<file path="config.mk">
export PLATFORM = sky130hd
export DESIGN_NAME = counter_hex_n
export DESIGN_NICKNAME = d
export VERILOG_FILES = /design/src/rtl/counter_hex_n_pkg.sv /design/src/rtl/hex_decoder.sv /design/src/rtl/counter_hex_n.sv
export SDC_FILE = /design/constraint.sdc
export NUM_CORES = 1
export LEC_CHECK = 0
export ABC_CLOCK_PERIOD_IN_PS = 2800
export CAP_MARGIN = 20
export CORE_MARGIN = 2
export CORE_UTILIZATION = 47
export DETAILED_ROUTE_END_ITERATION = 10
export DONT_BUFFER_PORTS = 1
export GPL_ROUTABILITY_DRIVEN = 0
export GPL_TIMING_DRIVEN = 0
export PLACE_DENSITY_LB_ADDON = 0.2
export SYNTH_ARGS = -nofsm -noshare
export SYNTH_HDL_FRONTEND = slang
export SYNTH_SLANG_ARGS = --single-unit
</file>
<file path="constraint.sdc">
create_clock -name Clock -period 2.8 [get_ports Clock]
set_input_delay 0.7 -clock Clock [delete_from_list [all_inputs] [get_ports Clock]]
set_output_delay 0.7 -clock Clock [all_outputs]
set_load 0.005 [all_outputs]
</file>
<file path="src/rtl/counter_hex_n_pkg.sv">
// Shared definitions for the counter_hex_n display counter.
//   - SEG_0..SEG_F : active-low seven-segment font, bit 6 = g ... bit 0 = a
//   - SEG_BLANK    : all segments off
//   - mode_e       : limit behaviour, MODE_WRAP = 0, MODE_SAT = 1
package counter_hex_n_pkg;

   localparam logic [6:0] SEG_0     = 7'h40;
   localparam logic [6:0] SEG_1     = 7'h79;
   localparam logic [6:0] SEG_2     = 7'h24;
   localparam logic [6:0] SEG_3     = 7'h30;
   localparam logic [6:0] SEG_4     = 7'h19;
   localparam logic [6:0] SEG_5     = 7'h12;
   localparam logic [6:0] SEG_6     = 7'h02;
   localparam logic [6:0] SEG_7     = 7'h78;
   localparam logic [6:0] SEG_8     = 7'h00;
   localparam logic [6:0] SEG_9     = 7'h10;
   localparam logic [6:0] SEG_A     = 7'h08;
   localparam logic [6:0] SEG_B     = 7'h03;
   localparam logic [6:0] SEG_C     = 7'h46;
   localparam logic [6:0] SEG_D     = 7'h21;
   localparam logic [6:0] SEG_E     = 7'h06;
   localparam logic [6:0] SEG_F     = 7'h0E;
   localparam logic [6:0] SEG_BLANK = 7'h7F;

   typedef enum logic {
      MODE_WRAP = 1'b0,
      MODE_SAT  = 1'b1
   } mode_e;

endpackage

</file>
<file path="src/rtl/hex_decoder.sv">
// Hex nibble to active-low seven-segment decoder.
//   nibble : 4-bit value to show
//   seg    : segments, bit 6 = g ... bit 0 = a, 0 = lit
module hex_decoder
   import counter_hex_n_pkg::*;
(
   input  logic [3:0] nibble,
   output logic [6:0] seg
);

   always_comb begin
      seg = SEG_BLANK;
      unique case (nibble)
         4'h0: seg = SEG_0;
         4'h1: seg = SEG_1;
         4'h2: seg = SEG_2;
         4'h3: seg = SEG_3;
         4'h4: seg = SEG_4;
         4'h5: seg = SEG_5;
         4'h6: seg = SEG_6;
         4'h7: seg = SEG_7;
         4'h8: seg = SEG_8;
         4'h9: seg = SEG_9;
         4'hA: seg = SEG_A;
         4'hB: seg = SEG_B;
         4'hC: seg = SEG_C;
         4'hD: seg = SEG_D;
         4'hE: seg = SEG_E;
         4'hF: seg = SEG_F;
      endcase
   end

endmodule

</file>
<file path="src/rtl/counter_hex_n.sv">
// Up/down counter with load, programmable terminal value, wrap/saturate
// limits and a multi-digit hex readout.
//   Clock     : rising-edge clock
//   Clear     : synchronous active-high reset, beats every other input
//   Enable    : count enable
//   Up        : 1 = increment, 0 = decrement
//   Sat       : 0 = wrap at limits, 1 = saturate at limits
//   Load      : synchronous load of min(LoadValue, MAX_COUNT), beats Enable
//   LoadValue : load data
//   Q         : registered count
//   TC        : registered pulse, high in the cycle after a limit event
//   Ovf       : registered sticky limit flag, cleared by Clear or Load
//   HEX       : active-low digits, digit k at HEX[7k+6:7k]
module counter_hex_n
   import counter_hex_n_pkg::*;
#(
   parameter int               WIDTH     = 8,
   parameter logic [WIDTH-1:0] MAX_COUNT = {WIDTH{1'b1}},
   parameter int               NDIG      = (WIDTH + 3) / 4,
   parameter bit               BLANK_LZ  = 1'b0
) (
   input  logic                Clock,
   input  logic                Clear,
   input  logic                Enable,
   input  logic                Up,
   input  logic                Sat,
   input  logic                Load,
   input  logic [WIDTH-1:0]    LoadValue,
   output logic [WIDTH-1:0]    Q,
   output logic                TC,
   output logic                Ovf,
   output logic [7*NDIG-1:0]   HEX
);

   logic [WIDTH-1:0] q_nxt;
   logic             tc_nxt;
   logic             ovf_nxt;
   mode_e            mode;

   assign mode = mode_e'(Sat);

   // Limit tests use >= so a count above MAX_COUNT can never persist.
   always_comb begin
      q_nxt   = Q;
      tc_nxt  = 1'b0;
      ovf_nxt = Ovf;
      if (Load) begin
         q_nxt   = (LoadValue > MAX_COUNT) ? MAX_COUNT : LoadValue;
         ovf_nxt = 1'b0;
      end else if (Enable) begin
         if (Up) begin
            if (Q >= MAX_COUNT) begin
               q_nxt   = (mode == MODE_SAT) ? MAX_COUNT : '0;
               tc_nxt  = 1'b1;
               ovf_nxt = 1'b1;
            end else begin
               q_nxt = Q + WIDTH'(1);
            end
         end else begin
            if (Q == '0) begin
               q_nxt   = (mode == MODE_SAT) ? '0 : MAX_COUNT;
               tc_nxt  = 1'b1;
               ovf_nxt = 1'b1;
            end else begin
               q_nxt = Q - WIDTH'(1);
            end
         end
      end
   end

   always_ff @(posedge Clock) begin
      if (Clear) begin
         Q   <= '0;
         TC  <= 1'b0;
         Ovf <= 1'b0;
      end else begin
         Q   <= q_nxt;
         TC  <= tc_nxt;
         Ovf <= ovf_nxt;
      end
   end

   // Display path: Q zero-extended across NDIG nibbles.
   logic [NDIG-1:0][3:0] nib;
   logic [NDIG-1:0][6:0] seg_raw;
   logic [NDIG-1:0]      dig_nz;
   logic [NDIG-1:0]      blank;

   for (genvar k = 0; k < NDIG; k++) begin : g_dig
      for (genvar b = 0; b < 4; b++) begin : g_bit
         if (4*k + b < WIDTH) begin : g_in
            assign nib[k][b] = Q[4*k + b];
         end else begin : g_pad
            assign nib[k][b] = 1'b0;
         end
      end
      assign dig_nz[k] = |nib[k];
      hex_decoder u_dec (
         .nibble (nib[k]),
         .seg    (seg_raw[k])
      );
      assign HEX[7*k +: 7] = blank[k] ? SEG_BLANK : seg_raw[k];
   end

   // A digit blanks only when it and every digit above it are zero;
   // digit 0 always shows so a zero count still reads "0".
   always_comb begin
      logic higher;
      higher = 1'b0;
      blank  = '0;
      for (int k = NDIG - 1; k >= 0; k--) begin
         higher   = higher | dig_nz[k];
         blank[k] = BLANK_LZ && (k != 0) && !higher;
      end
   end

endmodule

</file>
==> impl_metrics.toml <==
[status]
status = "finished, final reports clean"

[global_route]
grt_overflow = 0
pin_count_of_the_biggest_net_entering_global_routing = 14
grt_pass1_wl_mm = 7.810
first_global_vias = 1613
grt_usage_pct = 22.36
grt_antenna_before_repair = 0

[setup_path]
path_class = "flip-flop to flip-flop"
worst_ep_arrival_time_ps = 2900
start_kind = "flip-flop"
critPathMaxFanout = 8
cp_data_required_time_ps = 2990
crit_path_end_kind = "flip-flop"

[timing]
skew_ps = 2.395
report.final.slew_viol_count = 0
setup_viol = 0
final_min_period_over_clock_period_pct = 96.58
slew_headroom_pct = 61.82
worst-slew-pin-transition_ps = 572.8
post-route-worst-setup-slack_ps = 95.68
hold-worst-slack_ps = 554.0
min_period_ps = 2704
finalHoldViolCount = 0
max_freq_ghz = 0.3698

[logic_synthesis]
postSynth.topFlopCell = "dfxtp_1"
synth_area_mm2 = 0.001938
postSynthNetCount = 257
yosysUniqueCellTypes = 64
synth.ff_latch_count = 24
syn-instance-count = 228
synthesis.area_per_instance_um2 = 8.500
synthDominantCellAreaShare_pct = 24.79
ys_top_cells_by_area = "dfxtp_1, ha_1, mux2i_1"
postSynth.asyncResetShare_pct = 0
synth_area_leader_cell = "dfxtp_1"
seq_area_frac_synth_pct = 24.79
synth_warnings = 0
number_of_enable_type_register_cells_in_the_synthesized_netlist = 0

[routing]
routed-via-count = 1788
routed_wl_mm = 5.183
ant_nets = 0
wire_per_inst_um = 17.63
route.detailed.vias_per_inst = 6.082
post-route-drc-count = 0
drt-pass1-iter-count = 4
detail_route.iter0.violations = 185

[layout]
layout_common_cells = "dfxtp_1, a21oi_1, inv_1"
post_route_cells_drive_above_1_share_pct = 25.82
nNetsFinal = 274
syn_to_final_growth_pct = 16.53
layout.cells.most_common = "dfxtp_1"
final_util_pct = 56.87
antenna_cells_inserted = 0

[die]
floorplan.rows = 23
pin_count = 38
fp.dieH_um = 68.22
start_util_pct = 48.80
core_region_area_mm2 = 0.003971
die-area_mm2 = 0.004653
die_width_um = 68.22

[place]
dp_hpwl_mm = 3.641
portBuffers = 0
place_ws_ps = -446.8

[cts]
clock_tree.buffer_depth = 2
tritoncts_clock_tree = "built"
insertion_delay_ps = 260
htree_num_levels = 1
cts_buffers = 3
clk_root_buffer_cell = "clkbuf_8"
tritoncts_sink_count = 24
worst_setup_hold_path_clk_slew_ps = 90

[job]
timing.max_cap.violations = 0

[min_path]
hold_path_class = "flip-flop to flip-flop"

[power_and_ir_drop]
peakVddDrop_uv = 265.7
p_leak_nw = 0.9295
power.density_cell_area_mw_per_mm2 = 451.0
total_power_mw = 1.019
[kinds of logic (layout without fill, tap and decap cells)]
family                     count (synthesis)  after routing  share of synthesized area, %
muxes                                     13             13                         6.972
and+or+nand+nor                           67             67                         20.66
buffers and inverters                     33             49                         7.940
DFF                                       24             24                         24.79
adders and majority gates                 15             15                         9.684
xor gates and xnor gates                   6              6                         2.712
AOI/OAI and AO/OA                         70             70                         27.24
[final timing paths]
check                     from  slack [ps]                            end  cells past startpoint
min           Ovf$_SDFFE_PP0P_         550               Ovf$_SDFFE_PP0P_                      2
max          Q[1]$_SDFFE_PP0N_         100  g_dig[0].u_dec.seg[4]$_DFF_P_                     10
max reg2reg  Q[1]$_SDFFE_PP0N_         100  g_dig[0].u_dec.seg[4]$_DFF_P_                     10
min reg2reg   Ovf$_SDFFE_PP0P_         550               Ovf$_SDFFE_PP0P_                      2
[per-stage QoR]
step	cells	setup TNS [ps]	area [µm²]
2_1_floorplan	228	0	1952
3_3_place_gp	278	-3974	2014
3_5_place_dp	278	-3832	2014
4_1_cts	283	0	2127
5_1_grt	294	-8.842	2258
6_report	294	0	2258
[registers in the layout (all words and copies together), names as in the netlist]
name and cells:
g_dig.u_dec.seg 14, Q 8, Ovf 1, TC 1
[report_power, final]
group / leakage [nW] / internal (mW) / switching [mW]
logic: 0.700 / 0.167 / 0.205
clock network: 0.0288 / 0.126 / 0.112
registers: 0.201 / 0.380 / 0.0291
total: 0.930 / 0.673 / 0.346
[layer usage]
layer	up-vias	wire (µm)	global-route usage, %
met3	2	275	3.454
met1	859	2465	31.43
met5	-	0	0
met4	0	27	4.750
li1	878	-	-
met2	49	2415	36.04
[critical path, stage by stage (launching register included)]
cell,delay [ps]
dfxtp_4,420
ha_2,260
and4_2,300
nand3_2,160
and3_1,260
o31ai_4,220
nor2b_4,210
inv_1,100
ha_1,200
or3_1,360
a31oi_1,130
[what timing repair did]
item                       in CTS  in global routing
gates resized for setup        13                 20
buffers inserted                1                 11
hold buffers                    0                  0
pin swaps                       1                  3
setup endpoints to repair      14                 13
[cells in the mapped netlist, drive strengths merged, types with 2 or more instances]
| cell type | n |
|---|---|
| nand3 | 11 |
| inv | 18 |
| ha | 15 |
| xnor2 | 3 |
| nor4b | 2 |
| a32o | 2 |
| o21a | 2 |
| nor3b | 5 |
| nor2b | 5 |
| or2 | 2 |
| o21ba | 2 |
| nand2b | 4 |
| o211ai | 2 |
| a211oi | 3 |
| o31ai | 6 |
| a21boi | 2 |
| nor3 | 11 |
| nand4 | 2 |
| a21o | 2 |
| buf | 7 |
| o2111ai | 2 |
| nand2 | 8 |
| clkbuf | 8 |
| mux2i | 12 |
| dfxtp | 24 |
| and3 | 4 |
| a31oi | 6 |
| o21bai | 2 |
| xor2 | 3 |
| or3 | 3 |
| o22ai | 3 |
| nor2 | 4 |
| a211o | 2 |
| o31a | 2 |
| o21ai | 5 |
| a21oi | 18 |
[layout make-up]
type / count / area (µm²)
Tap cell: 50 / 62.56
Sequential cell: 24 / 490.5
Inverter: 18 / 67.56
Buffer: 15 / 93.84
Fill cell: 392 / 1713
Timing Repair Buffer: 12 / 87.58
Clock buffer: 4 / 55.05
Multi-Input combinational cell: 171 / 1401
(Power assumes the default switching activity.)
